**config.mk**
```make
export PLATFORM = sky130hd
export DESIGN_NAME = hazard3_mem_bridge
export DESIGN_NICKNAME = d
export VERILOG_FILES = /design/src/rtl/hazard3_mem_bridge.sv
export SDC_FILE = /design/constraint.sdc
export NUM_CORES = 1
export LEC_CHECK = 0
export ABC_AREA = 1
export BUFFER_PORTS_ARGS = -buffer_cell sky130_fd_sc_hd__buf_2
export CORE_AREA = 2 2 102 104
export DETAILED_ROUTE_END_ITERATION = 8
export DIE_AREA = 0 0 104 106
export SETUP_SLACK_MARGIN = 0.4
export SYNTH_ARGS = -nofsm -noshare
export SYNTH_HDL_FRONTEND = slang
export SYNTH_SLANG_ARGS = --single-unit
```
**constraint.sdc**
```tcl
create_clock -name clk -period 1.6 [get_ports clk]
set_clock_uncertainty 0.15 [all_clocks]
set_input_delay 0.16 -clock clk [delete_from_list [all_inputs] [get_ports clk]]
set_output_delay 0.16 -clock clk [all_outputs]
set_load 0.1 [all_outputs]
```
**src/rtl/hazard3_mem_bridge.sv**
```systemverilog
// hazard3_mem_bridge
//
// Connects the Hazard3 instruction-fetch port (suffix _i) and load/store port
// (suffix _d) to a single-ported synchronous RAM with 1-cycle read latency.
// The load/store port has fixed priority over fetch. Every data phase
// completes in the cycle after its address phase. Write data arrives in the
// data phase, so a write uses the RAM port in the cycle after acceptance.
// During that cycle neither address phase is accepted.
//
// Ports:
//   clk, rst_n            clock, asynchronous active-low reset
//   bus_*_i               fetch port: aph req/ready, dph ready/err, addr,
//                         size, rdata (panic and priv are ignored)
//   bus_*_d               load/store port: aph req/excl/ready, dph ready/err/
//                         exokay, addr, size, write, wdata, rdata (priv ignored)
//   mem_en, mem_we        RAM enable / write enable
//   mem_addr              RAM word address
//   mem_wmask, mem_wdata  RAM byte write enables and write data
//   mem_rdata             RAM read data, valid the cycle after a read
//
// Optional feature: define HAZARD3_MEM_BRIDGE_EXCL_EN to add a single-entry
// reservation monitor for exclusive accesses. When the macro is undefined,
// bus_dph_exokay_d is tied to 0 and exclusive writes are always performed.

module hazard3_mem_bridge #(
    parameter int unsigned W_ADDR         = 32,
    parameter int unsigned W_DATA         = 32,
    parameter int unsigned MEM_WORDS_LOG2 = 13
) (
    input  logic                      clk,
    input  logic                      rst_n,

    input  logic                      bus_aph_req_i,
    input  logic                      bus_aph_panic_i,
    output logic                      bus_aph_ready_i,
    output logic                      bus_dph_ready_i,
    output logic                      bus_dph_err_i,
    input  logic [W_ADDR-1:0]         bus_haddr_i,
    input  logic [2:0]                bus_hsize_i,
    input  logic                      bus_priv_i,
    output logic [W_DATA-1:0]         bus_rdata_i,

    input  logic                      bus_aph_req_d,
    input  logic                      bus_aph_excl_d,
    output logic                      bus_aph_ready_d,
    output logic                      bus_dph_ready_d,
    output logic                      bus_dph_err_d,
    output logic                      bus_dph_exokay_d,
    input  logic [W_ADDR-1:0]         bus_haddr_d,
    input  logic [2:0]                bus_hsize_d,
    input  logic                      bus_priv_d,
    input  logic                      bus_hwrite_d,
    input  logic [W_DATA-1:0]         bus_wdata_d,
    output logic [W_DATA-1:0]         bus_rdata_d,

    output logic                      mem_en,
    output logic                      mem_we,
    output logic [MEM_WORDS_LOG2-1:0] mem_addr,
    output logic [3:0]                mem_wmask,
    output logic [W_DATA-1:0]         mem_wdata,
    input  logic [W_DATA-1:0]         mem_rdata
);

    // Byte-address width covered by the RAM
    localparam int unsigned BYTE_AW = MEM_WORDS_LOG2 + 2;

    typedef enum logic [2:0] {
        IDLE,
        RD_I,
        RD_D,
        WR_D,
        ERR_I,
        ERR_D
    } slot_t;

    slot_t                     slot;
    slot_t                     slot_nxt;
    logic [MEM_WORDS_LOG2-1:0] slot_addr;
    logic [3:0]                slot_mask;

    logic legal_i;
    logic legal_d;
    logic write_ok;

    logic unused_ok;
    assign unused_ok = ^{bus_aph_panic_i, bus_priv_i, bus_priv_d};

    // The access must be in range, naturally aligned, and at most a word wide
    function automatic logic access_legal(input logic [W_ADDR-1:0] addr,
                                          input logic [2:0]        size);
        logic ok;
        ok = ((addr >> BYTE_AW) == '0);
        case (size)
            3'd0:    ok = ok;
            3'd1:    ok = ok & ~addr[0];
            3'd2:    ok = ok & (addr[1:0] == 2'b00);
            default: ok = 1'b0;
        endcase
        return ok;
    endfunction

    function automatic logic [3:0] lane_mask(input logic [1:0] lsb,
                                             input logic [2:0] size);
        logic [3:0] m;
        case (size)
            3'd0:    m = 4'b0001 << lsb;
            3'd1:    m = 4'b0011 << lsb;
            default: m = 4'b1111;
        endcase
        return m;
    endfunction

    assign legal_i = access_legal(bus_haddr_i, bus_hsize_i);
    assign legal_d = access_legal(bus_haddr_d, bus_hsize_d);

    // The RAM port is busy with write data in a WR_D data phase
    assign bus_aph_ready_d = bus_aph_req_d & (slot != WR_D);
    assign bus_aph_ready_i = bus_aph_req_i & ~bus_aph_req_d & (slot != WR_D);

    // ------------------------------------------------------------------
    // State register
    // ------------------------------------------------------------------
    always_ff @(posedge clk or negedge rst_n) begin
        if (!rst_n) begin
            slot      <= IDLE;
            slot_addr <= '0;
            slot_mask <= '0;
        end else begin
            slot <= slot_nxt;
            if (bus_aph_ready_d) begin
                slot_addr <= bus_haddr_d[MEM_WORDS_LOG2+1:2];
                slot_mask <= lane_mask(bus_haddr_d[1:0], bus_hsize_d);
            end
        end
    end

`ifdef HAZARD3_MEM_BRIDGE_EXCL_EN
    logic                      slot_excl;
    logic                      resv_valid;
    logic [MEM_WORDS_LOG2-1:0] resv_addr;

    // The reservation is updated when the data phase completes: an exclusive
    // read sets it, and any write (successful or not) clears it.
    always_ff @(posedge clk or negedge rst_n) begin
        if (!rst_n) begin
            slot_excl  <= 1'b0;
            resv_valid <= 1'b0;
            resv_addr  <= '0;
        end else begin
            if (bus_aph_ready_d) begin
                slot_excl <= bus_aph_excl_d;
            end
            if (slot == WR_D) begin
                resv_valid <= 1'b0;
            end else if ((slot == RD_D) && slot_excl) begin
                resv_valid <= 1'b1;
                resv_addr  <= slot_addr;
            end
        end
    end

    assign write_ok = ~slot_excl | (resv_valid & (resv_addr == slot_addr));
`else
    logic unused_excl;
    assign unused_excl = bus_aph_excl_d;
    assign write_ok    = 1'b1;
`endif

    // ------------------------------------------------------------------
    // Next-state logic
    // ------------------------------------------------------------------
    always_comb begin
        slot_nxt = IDLE;
        if (bus_aph_ready_d) begin
            if (!legal_d) begin
                slot_nxt = ERR_D;
            end else if (bus_hwrite_d) begin
                slot_nxt = WR_D;
            end else begin
                slot_nxt = RD_D;
            end
        end else if (bus_aph_ready_i) begin
            slot_nxt = legal_i ? RD_I : ERR_I;
        end
    end

    // ------------------------------------------------------------------
    // Output logic
    // ------------------------------------------------------------------
    always_comb begin
        mem_en           = 1'b0;
        mem_we           = 1'b0;
        mem_addr         = slot_addr;
        mem_wmask        = '0;
        mem_wdata        = bus_wdata_d;

        bus_dph_ready_i  = 1'b0;
        bus_dph_err_i    = 1'b0;
        bus_rdata_i      = '0;
        bus_dph_ready_d  = 1'b0;
        bus_dph_err_d    = 1'b0;
        bus_dph_exokay_d = 1'b0;
        bus_rdata_d      = '0;

        // RAM port: a pending write owns the port; otherwise a legal read
        // address phase drives it, with the data port first.
        if (slot == WR_D) begin
            mem_en    = write_ok;
            mem_we    = write_ok;
            mem_wmask = write_ok ? slot_mask : 4'b0000;
        end else if (bus_aph_ready_d) begin
            if (legal_d && !bus_hwrite_d) begin
                mem_en   = 1'b1;
                mem_addr = bus_haddr_d[MEM_WORDS_LOG2+1:2];
            end
        end else if (bus_aph_ready_i && legal_i) begin
            mem_en   = 1'b1;
            mem_addr = bus_haddr_i[MEM_WORDS_LOG2+1:2];
        end

        case (slot)
            RD_I: begin
                bus_dph_ready_i = 1'b1;
                bus_rdata_i     = mem_rdata;
            end
            ERR_I: begin
                bus_dph_ready_i = 1'b1;
                bus_dph_err_i   = 1'b1;
            end
            RD_D: begin
                bus_dph_ready_d = 1'b1;
                bus_rdata_d     = mem_rdata;
            end
            WR_D: begin
                bus_dph_ready_d = 1'b1;
            end
            ERR_D: begin
                bus_dph_ready_d = 1'b1;
                bus_dph_err_d   = 1'b1;
            end
            default: begin
            end
        endcase

`ifdef HAZARD3_MEM_BRIDGE_EXCL_EN
        bus_dph_exokay_d = slot_excl &
                           ((slot == RD_D) || ((slot == WR_D) && write_ok));
`endif
    end

endmodule

```
==> results of run 1 <==
==> stage by stage <==
| step | hold slack (ns) | util | instance area [µm²] |
|---|---|---|---|
| after floorplan | -0.286 | - | 3510 |
| after global placement | -0.00612 | 0.601 | 6010 |
| after detailed placement | 0.00806 | 0.601 | 6010 |
| after CTS | -0.0101 | 0.651 | 6510 |
| after global routing | -0.00207 | 0.683 | 6830 |
| final | -0.00674 | 0.683 | 6830 |
==> registers in the layout (all words and copies together), names as in the netlist <==
| name | flops |
|---|---|
| slot_addr | 13 |
| slot_mask | 4 |
| slot | 3 |
==> logic make-up after synthesis <==
kind of cell / Yosys count / synth area share
other cells: 1 / 0.00153
simple gates: 251 / 0.450
compound gates: 31 / 0.0778
flops: 20 / 0.205
buf+inv: 124 / 0.266
==> power by group <==
part	leakage, nW	switching, mW	internal [mW]
combinational	2.96	1.21	0.772
clock	0.0216	0.167	0.168
sequential	0.233	0.0156	0.544
==> critical path, stage by stage, from the launching register on <==
cell     delay (ns)
dfrtp_1        0.41
nand3_4        0.14
inv_12         0.05
nor2_4         0.19
buf_12         0.17
buf_4          0.13
nand2_4        0.05
nand2_4        0.07
nand2_4        0.06
nand2_8        0.07
buf_12         0.16
==> layout make-up <==
type                    instances  area share
repair buffers                277       0.489
multi-input cells             284       0.360
flip-flops and latches         20      0.0733
inverters                      76      0.0467
well taps                     136      0.0249
clock buffers                   3     0.00605
==> how the worst max path moves through the flow <==
stage                                 start               to  slack (ns)  cells after the start
after floorplan           slot[1]$_DFF_PN0_  bus_dph_ready_d       -0.73                      3
after global routing      slot[0]$_DFF_PN0_      mem_addr[1]       -0.56                     10
final                     slot[1]$_DFF_PN0_      mem_addr[5]       -0.47                     10
after global placement    slot[1]$_DFF_PN0_      mem_addr[8]       -0.22                      9
after CTS                 slot[1]$_DFF_PN0_      mem_addr[5]       -0.51                     10
after detailed placement    bus_haddr_d[31]      mem_addr[6]       -0.26                     11
==> routing by layer <==
layer / wire length (µm) / part of all wire / vias up / GRT usage
li1: - / - / 1702 / -
met1: 3870 / 0.35 / 1626 / 0.203
met2: 6370 / 0.58 / 154 / 0.392
met3: 732 / 0.066 / 8 / 0.0472
met4: 60 / 0.0054 / 0 / 0.0183
met5: 0 / 0 / - / 0
==> cells in the final DEF, fill, tap and decap left out, types with 2 or more instances in the layout <==
| master | count |
|---|---|
| buf_6 | 32 |
| nand3_1 | 7 |
| nand2_2 | 24 |
| a21oi_2 | 6 |
| inv_4 | 2 |
| o21ai_0 | 4 |
| buf_2 | 106 |
| nand2_1 | 54 |
| nor2_4 | 71 |
| a21oi_1 | 2 |
| o21ai_1 | 7 |
| buf_4 | 29 |
| nand3b_1 | 8 |
| nand3_2 | 4 |
| nand2_8 | 16 |
| buf_16 | 5 |
| nor2_1 | 26 |
| nand2_4 | 24 |
| inv_1 | 69 |
| clkbuf_8 | 3 |
| o21ai_2 | 9 |
| inv_12 | 2 |
| dfrtp_1 | 20 |
| nor2_2 | 4 |
| nand3_4 | 11 |
| buf_12 | 102 |
==> cell usage after synthesis <==
| cell type | number | share of area |
|---|---|---|
| nand2_1 | 106 | 0.16 |
| nand3_1 | 19 | 0.039 |
| nand3_2 | 1 | 0.0041 |
| clkinv_1 | 1 | 0.0015 |
| o211ai_1 | 1 | 0.0031 |
| a21oi_1 | 8 | 0.016 |
| buf_8 | 1 | 0.0061 |
| dfrtp_1 | 20 | 0.20 |
| o21ai_0 | 10 | 0.020 |
| o21ai_2 | 8 | 0.029 |
| nor2_4 | 1 | 0.0046 |
| nand3_4 | 2 | 0.014 |
| nand2_2 | 10 | 0.026 |
| nor2_2 | 4 | 0.010 |
| buf_2 | 5 | 0.010 |
| inv_1 | 72 | 0.11 |
| or2_2 | 1 | 0.0026 |
| nand2_4 | 1 | 0.0046 |
| buf_6 | 4 | 0.018 |
| inv_6 | 1 | 0.0036 |
| clkbuf_1 | 3 | 0.0046 |
| buf_4 | 35 | 0.11 |
| o31ai_1 | 1 | 0.0031 |
| and2_1 | 1 | 0.0026 |
| conb_1 | 1 | 0.0015 |
| o21ai_1 | 3 | 0.0061 |
| nor2_1 | 96 | 0.15 |
| nor2_8 | 1 | 0.0082 |
| nand3b_1 | 8 | 0.025 |
| inv_2 | 2 | 0.0031 |
==> timing repair <==
item,CTS,global route
pin swaps,6,19
hold endpoints to repair,21,1
gates resized for setup,53,42
gates cloned,5,1
setup endpoints to repair,109,109
setup buffers,13,17
==> run summary, run 1 <==
Status = complete, but fails checks
Violated checks = negative hold slack, negative setup slack
Max Clk Rate = 483 MHz
Required time of the critical path = 1.29 ns
Nets = 805
Largest net degree at the start of global routing = 21
Fin Setup TNS = -30.59 ns
Clock Tree Buf Depth = 2
CP Capture Type = output port
Global Route Usage Sum = 0.192
Core ar. = 10000 µm²
Remaining DRCs = 0
Initial Util = 0.244
PwrDens = 421 nW/µm²
Critical Path Start Type = flop
Fillers = 776
Final worst-path cycle share = 1.29
H-Tree Depth = 1
Die ar. = 11,000 µm²
First-pass detailed-route iteration total = 4
Antenna diodes = 0
Vias per cell = 4.38
Seq. cell area = 500 µm²
Synth Cell Area = 2440 µm²
Syn Area/Cell = 5.73 µm²
Worst r2r src = slot[1]$_DFF_PN0_
Die W = 104 µm
Max FO, Critical Path = 10
Final Max Tran Viols = 0
Worst skew pair latency = 0.25 ns
Crit path kind = reg2out
Hold Startpoint = bus_haddr_d[10]
Routed via count = 3,490
Hold Fails Final Rpt = 1
Hold WS = -0.00674 ns
Fin crit period = 2.07 ns
DP HPWL = 8.63 mm
WL per Instance = 13.9 µm
CTS buffer count = 3
Reg clk slew, reported paths = 0.08 ns
VDD IR max = 450 µV
Max-cap violations = 0
Area of the multi-input gates = 2460 µm²
Cell variety after synth = 30
Initial drt markers = 78
Initial antenna violation count = 0
Boundary Pins = 265
Non-Filler Instances = 796
Vias in the first global route = 3,640
Clock root cell = clkbuf_8
Static leakage = 3.21 nW
Clk sink count = 20
Final worst slack = -0.472 ns
RSZ-0062 raised after global routing = true
Routed Antenna Nets = 0
Row cnt = 37
Overall Power = 2.87 mW
WP data arrival = 1.76 ns
Post-Syn Instances = 427
Die height = 106 µm
Pre-CTS worst setup slack = -0.258 ns
#FFs+latches synth = 20
Remaining global-route overflow = 0
Layout area overhead = 179%
Endpoint, Worst Hold = slot_addr[8]$_DFFE_PN0P_
Hold_buf cts = 1
Global-route wire length before repair = 17.5 mm
Seq/Total Area, Yosys = 0.205
Total wire length = 11.0 mm
FF-to-FF End = slot_addr[12]$_DFFE_PN0P_
WHS Path Cells = 3
I/O Buffers = 195
Type of the worst min-delay path = in2reg
YS warnings = 0
GP Congestion = 0.791
Setup violators final = 96
Reg2Reg Setup Slack = -0.10 ns
Syn_nets = 570
Layout cell share with drive strength beyond 1 = 0.692
R2R cell count = 9
Placed cell count = 756
TritonCTS clock tree = done
Power figures use the tool's default switching activity.
==> inputs of run 2 (changes only) <==
Settings changed: MAX_ROUTING_LAYER set to met4.
==> run summary, run 2 (same netlist as run 1, synthesis figures left out) <==
Hold WS = -0.0109 ns (-0.00421 ns)
Boundary Pins = 265 (unchanged)
Remaining global-route overflow = 0 (unchanged)
VDD IR max = 432 µV (-4.0%)
Setup violators final = 98 (+2.1%)
WP data arrival = 1.76 ns (about the same)
Most common library cell in the layout ignoring fill and taps = buf_2
Reg clk slew, reported paths = 0.08 ns (about the same)
TritonCTS clock tree = done
DP Area = 6010 µm² (unchanged)
Max FO, Critical Path = 10 (unchanged)
Remaining DRCs = 0 (unchanged)
Routed via count = 3,492 (+0.057%)
H-Tree Depth = 1 (unchanged)
Fillers = 767 (-1.2%)
Nets = 807 (+0.25%)
Layout cell share with drive strength beyond 1 = 0.693 (+0.000929)
Antenna diodes = 0 (unchanged)
Hold Startpoint = bus_haddr_d[10]
Required time of the critical path = 1.29 ns (about the same)
Row cnt = 37 (unchanged)
Overall Power = 2.88 mW (+0.26%)
Total wire length = 11.0 mm (about the same)
Top flop regs = slot_addr: 13 flops, slot_mask: 4 flops, slot: 3 flops
Layout area overhead = 181%
Initial drt markers = 71 (-9.0%)
Max Clk Rate = 482 MHz (-0.13%)
CP Capture Type = output port
Clock root cell = clkbuf_8
Worst r2r src = slot[1]$_DFF_PN0_
Core ar. = 10000 µm² (unchanged)
Initial antenna violation count = 0 (unchanged)
FF-to-FF End = slot_addr[12]$_DFFE_PN0P_
Reg2Reg Setup Slack = -0.12 ns (-0.02 ns)
Routed Antenna Nets = 0 (unchanged)
Critical Path Start Type = flop
Final worst-path cycle share = 1.30 (+0.00167)
Seq. cell area = 500 µm² (unchanged)
Die ar. = 11,000 µm² (unchanged)
Max-cap violations = 0 (unchanged)
WL per Instance = 13.8 µm (-0.34%)
Static leakage = 3.23 nW (+0.60%)
Finished Cell Area = 6860 µm² (+0.46%)
Type of the worst min-delay path = in2reg
Initial Util = 0.244 (unchanged)
GP Congestion = 0.802 (+1.4%)
Max reg flops = 13 (unchanged)
Worst skew pair latency = 0.26 ns (about the same)
CTS buffer count = 3 (unchanged)
Placed cell count = 756 (unchanged)
Largest Register = slot_addr
DP HPWL = 8.63 mm (unchanged)
Metal-1 WL = 3.90 mm (+0.72%)
Vias in the first global route = 3,640 (unchanged)
Met3 WL = 680 µm (-7.1%)
Die height = 106 µm (unchanged)
Crit path kind = reg2out
RSZ-0062 raised after global routing = true
Violated checks = negative hold slack, negative setup slack
Global-route wire length before repair = 17.5 mm (about the same)
Global Route Usage Sum = 0.197 (+0.00540)
WHS Path Cells = 3 (unchanged)
Hold_buf cts = 1 (unchanged)
Non-Filler Instances = 798 (+0.25%)
Area of the multi-input gates = 2460 µm² (+0.20%)
Largest net degree at the start of global routing = 21 (unchanged)
Final worst slack = -0.474 ns (-0.00267 ns)
First-pass detailed-route iteration total = 4 (unchanged)
Post-layout util = 0.686 (+0.00313)
Fin crit period = 2.07 ns (+0.00267 ns)
Vias per cell = 4.38 (-0.19%)
Uppermost routed layer = met4
Hold Fails Final Rpt = 1 (unchanged)
Final Max Tran Viols = 0 (unchanged)
Die W = 104 µm (unchanged)
Clock Tree Buf Depth = 2 (unchanged)
PwrDens = 420 nW/µm² (-0.19%)
R2R cell count = 9 (unchanged)
Most frequent cells in the layout = 106 x buf_2, 102 x buf_12, 71 x nor2_4
Endpoint, Worst Hold = slot_addr[8]$_DFFE_PN0P_
I/O Buffers = 195 (unchanged)
Clk sink count = 20 (unchanged)
Status = complete, but fails checks
Pre-CTS worst setup slack = -0.258 ns (unchanged)
Fin Setup TNS = -30.95 ns (-0.367 ns)
Met2 WL = 6.40 mm (+0.41%)
[run 2: cell type report]
| class | count | area share |
|---|---|---|
| Tap cell | 136 | 0.0248 |
| Multi-Input combinational cell | 284 | 0.359 |
| Clock buffer | 3 | 0.00602 |
| Inverter | 76 | 0.0471 |
| Sequential cell | 20 | 0.0730 |
| Timing Repair Buffer | 279 | 0.490 |
[run 2: worst max-delay path by stage]
| stage | startpoint | to | slack (ns) | cells past startpoint |
|---|---|---|---|---|
| floorplan | slot[1]$_DFF_PN0_ | bus_dph_ready_d | -0.73 | 3 |
| global placement | slot[1]$_DFF_PN0_ | mem_addr[8] | -0.22 | 9 |
| detailed placement | bus_haddr_d[31] | mem_addr[6] | -0.26 | 11 |
| CTS | slot[1]$_DFF_PN0_ | mem_addr[5] | -0.51 | 10 |
| global route | slot[0]$_DFF_PN0_ | mem_addr[1] | -0.56 | 10 |
| finish | slot[1]$_DFF_PN0_ | mem_addr[5] | -0.47 | 10 |
[run 2: where the power goes]
group	switching (mW)	internal, mW	total [mW]
registers	0.0156	0.544	0.560
clock network	0.168	0.168	0.336
logic	1.21	0.776	1.99
total	1.39	1.49	2.88
[run 2: worst max-delay path: stages (launching register included)]
cell and delay (ns):
dfrtp_1 0.41, nand3_4 0.14, inv_12 0.05, nor2_4 0.19, buf_12 0.17, buf_4 0.13, nand2_4 0.05, nand2_4 0.07
nand2_4 0.06, nand2_8 0.07, buf_12 0.16
[run 2: routing by layer]
metal	global-route usage	up-vias
met3	0.0429	6
met4	0.0183	0
met1	0.206	1624
met5	-	-
li1	-	1708
met2	0.392	154
[run 2: repair_timing]
item / CTS / global route
setup buffers: 13 / 19
endpoints found under the hold margin: 21 / 1
gates resized for setup: 53 / 46
pin swaps: 6 / 19
gates cloned: 5 / 1
endpoints found under the setup margin: 109 / 109
==> inputs of run 3 (changes only) <==
Settings changed: CORE_AREA 2 2 102 104 to 2 2 103 105, DIE_AREA 0 0 104 106 to 0 0 105 107.
==> run summary, run 3 (same netlist as run 1, synthesis figures left out) <==
Status = complete, but fails checks
Violated checks = negative hold slack, negative setup slack
Top flop regs = slot_addr: 13 flops, slot_mask: 4 flops, slot: 3 flops
Die W = 105 µm (+0.96%)
Critical path origin = slot[2]$_DFF_PN0_
Total wire length = 11.8 mm (+6.9%)
WHS Path Cells = 3 (unchanged)
Max reg flops = 13 (unchanged)
Fin crit period = 2.05 ns (-0.0279 ns)
Hold WS = -0.00943 ns (+0.00151 ns)
R2R cell count = 10 (+1)
Overall Power = 2.91 mW (+0.99%)
Max-cap violations = 0 (unchanged)
RSZ-0062 raised after global routing = true
Clk sink count = 20 (unchanged)
Worst skew pair latency = 0.26 ns (about the same)
Required time of the critical path = 1.29 ns (about the same)
Placed cell count = 753 (-0.40%)
Max Clk Rate = 489 MHz (+1.4%)
Reg clk slew, reported paths = 0.08 ns (about the same)
Critical Path Start Type = flop
VDD IR max = 474 µV (+9.7%)
Die height = 107 µm (+0.94%)
Static leakage = 3.27 nW (+1.2%)
Largest Register = slot_addr
First-pass detailed-route iteration total = 4 (unchanged)
CTS buffer count = 3 (unchanged)
Clock root cell = clkbuf_8
Row cnt = 37 (unchanged)
Crit path cell chain = inv_2, nand3_4, inv_12, nor2_4, buf_6, buf_12, nand2_2, nand2_2, nand2_4, nand2_8, buf_12
Final worst-path cycle share = 1.28 (-0.0175)
Vias per cell = 4.47 (+2.2%)
Pre-CTS worst setup slack = -0.309 ns (-0.0504 ns)
DP Area = 5980 µm² (-0.58%)
Routed via count = 3,545 (+1.5%)
Finished Cell Area = 6950 µm² (+1.3%)
CP Capture Type = output port
Global-route wire length before repair = 18.3 mm (+4.6%)
Remaining DRCs = 0 (unchanged)
DP HPWL = 8.53 mm (-1.1%)
Global Route Usage Sum = 0.205 (+0.00745)
Layout area overhead = 184%
Fin Setup TNS = -32.82 ns (-1.87 ns)
Initial antenna violation count = 0 (unchanged)
Core ar. = 10,100 µm² (+0.93%)
Final worst slack = -0.447 ns (+0.0279 ns)
Layout cell share with drive strength beyond 1 = 0.721 (+0.0281)
Hold Fails Final Rpt = 1 (unchanged)
Crit path kind = reg2out
Type of the worst min-delay path = in2reg
Post-layout util = 0.688 (+0.00251)
Vias in the first global route = 3,704 (+1.8%)
Routed Antenna Nets = 0 (unchanged)
Most frequent cells in the layout = 106 x buf_2, 100 x buf_12, 71 x nor2_4
Remaining global-route overflow = 0 (unchanged)
H-Tree Depth = 1 (unchanged)
Boundary Pins = 265 (unchanged)
GP Congestion = 0.803 (+0.14%)
Initial drt markers = 79 (+11%)
TritonCTS clock tree = done
Fillers = 765 (-0.26%)
WP data arrival = 1.74 ns (-0.02 ns)
Die ar. = 11,200 µm² (+1.9%)
Most common library cell in the layout ignoring fill and taps = buf_2
Largest net degree at the start of global routing = 21 (unchanged)
PwrDens = 419 nW/µm² (-0.31%)
Worst r2r src = slot[0]$_DFF_PN0_
Setup violators final = 94 (-4.1%)
Clock Tree Buf Depth = 2 (unchanged)
Max FO, Critical Path = 6 (-4)
Initial Util = 0.242 (-0.00224)
Nets = 802 (-0.62%)
I/O Buffers = 195 (unchanged)
Non-Filler Instances = 793 (-0.63%)
Final Max Tran Viols = 0 (unchanged)
Crit-path max cell delay = 0.39 ns (-0.02 ns)
Slowest-stage cell, CP = dfrtp_1
WL per Instance = 14.9 µm (+7.6%)
Hold Startpoint = bus_haddr_d[3]
Antenna diodes = 0 (unchanged)
[run 3: cell count changes in the layout (fill, tap and decap cells not counted), sizes merged]
cell    before  now
buf        277  269
clkbuf       4    6
clkinv       1    2
[run 3: where the power goes]
group	internal [mW]	switching [mW]	total, mW
Combinational	0.768	1.24	2.01
Sequential	0.544	0.0176	0.562
Clock	0.168	0.173	0.341
Total	1.48	1.43	2.91
[run 3: per-layer routing]
metal	global-route usage	part of all wire	vias to the layer above
met3	0.0584	0.081	8
met4	0.0229	0.0061	0
met5	-	0	-
met1	0.212	0.35	1665
li1	-	-	1701
met2	0.396	0.56	171
[run 3: final timing paths]
check	to	slack, ns
min reg2reg	slot_mask[1]$_DFFE_PN0P_	0.40
min in group asynchronous	slot_addr[8]$_DFFE_PN0P_	0.25
max	mem_addr[4]	-0.45
min	slot_addr[1]$_DFFE_PN0P_	-0.009
max reg2reg	slot_mask[2]$_DFFE_PN0P_	-0.18
max in group asynchronous	slot_addr[7]$_DFFE_PN0P_	0.71
[run 3: what timing repair did]
action	in CTS	in global routing
pin swaps	28	25
setup endpoints to repair	109	109
setup buffers	18	8
resized for setup	92	33
hold buffers	1	0
endpoints found under the hold margin	22	0
cloned	7	3
[run 3: final cells by class]
class	count	area [µm²]	area share
tap	136	170	0.0245
clock buffer	3	41.3	0.00594
inverter	76	330	0.0476
timing repair buffer	273	3310	0.477
timing repair inverter	1	16.3	0.00234
multi-input combinational	284	2580	0.371
sequential	20	500	0.0720
[run 3: critical path, delay by kind of cell (launching register included)]
family,cells,cell delay [ns]
DFF,1,0.39
buffers and inverters,5,0.63
and+or+nand+nor,6,0.46
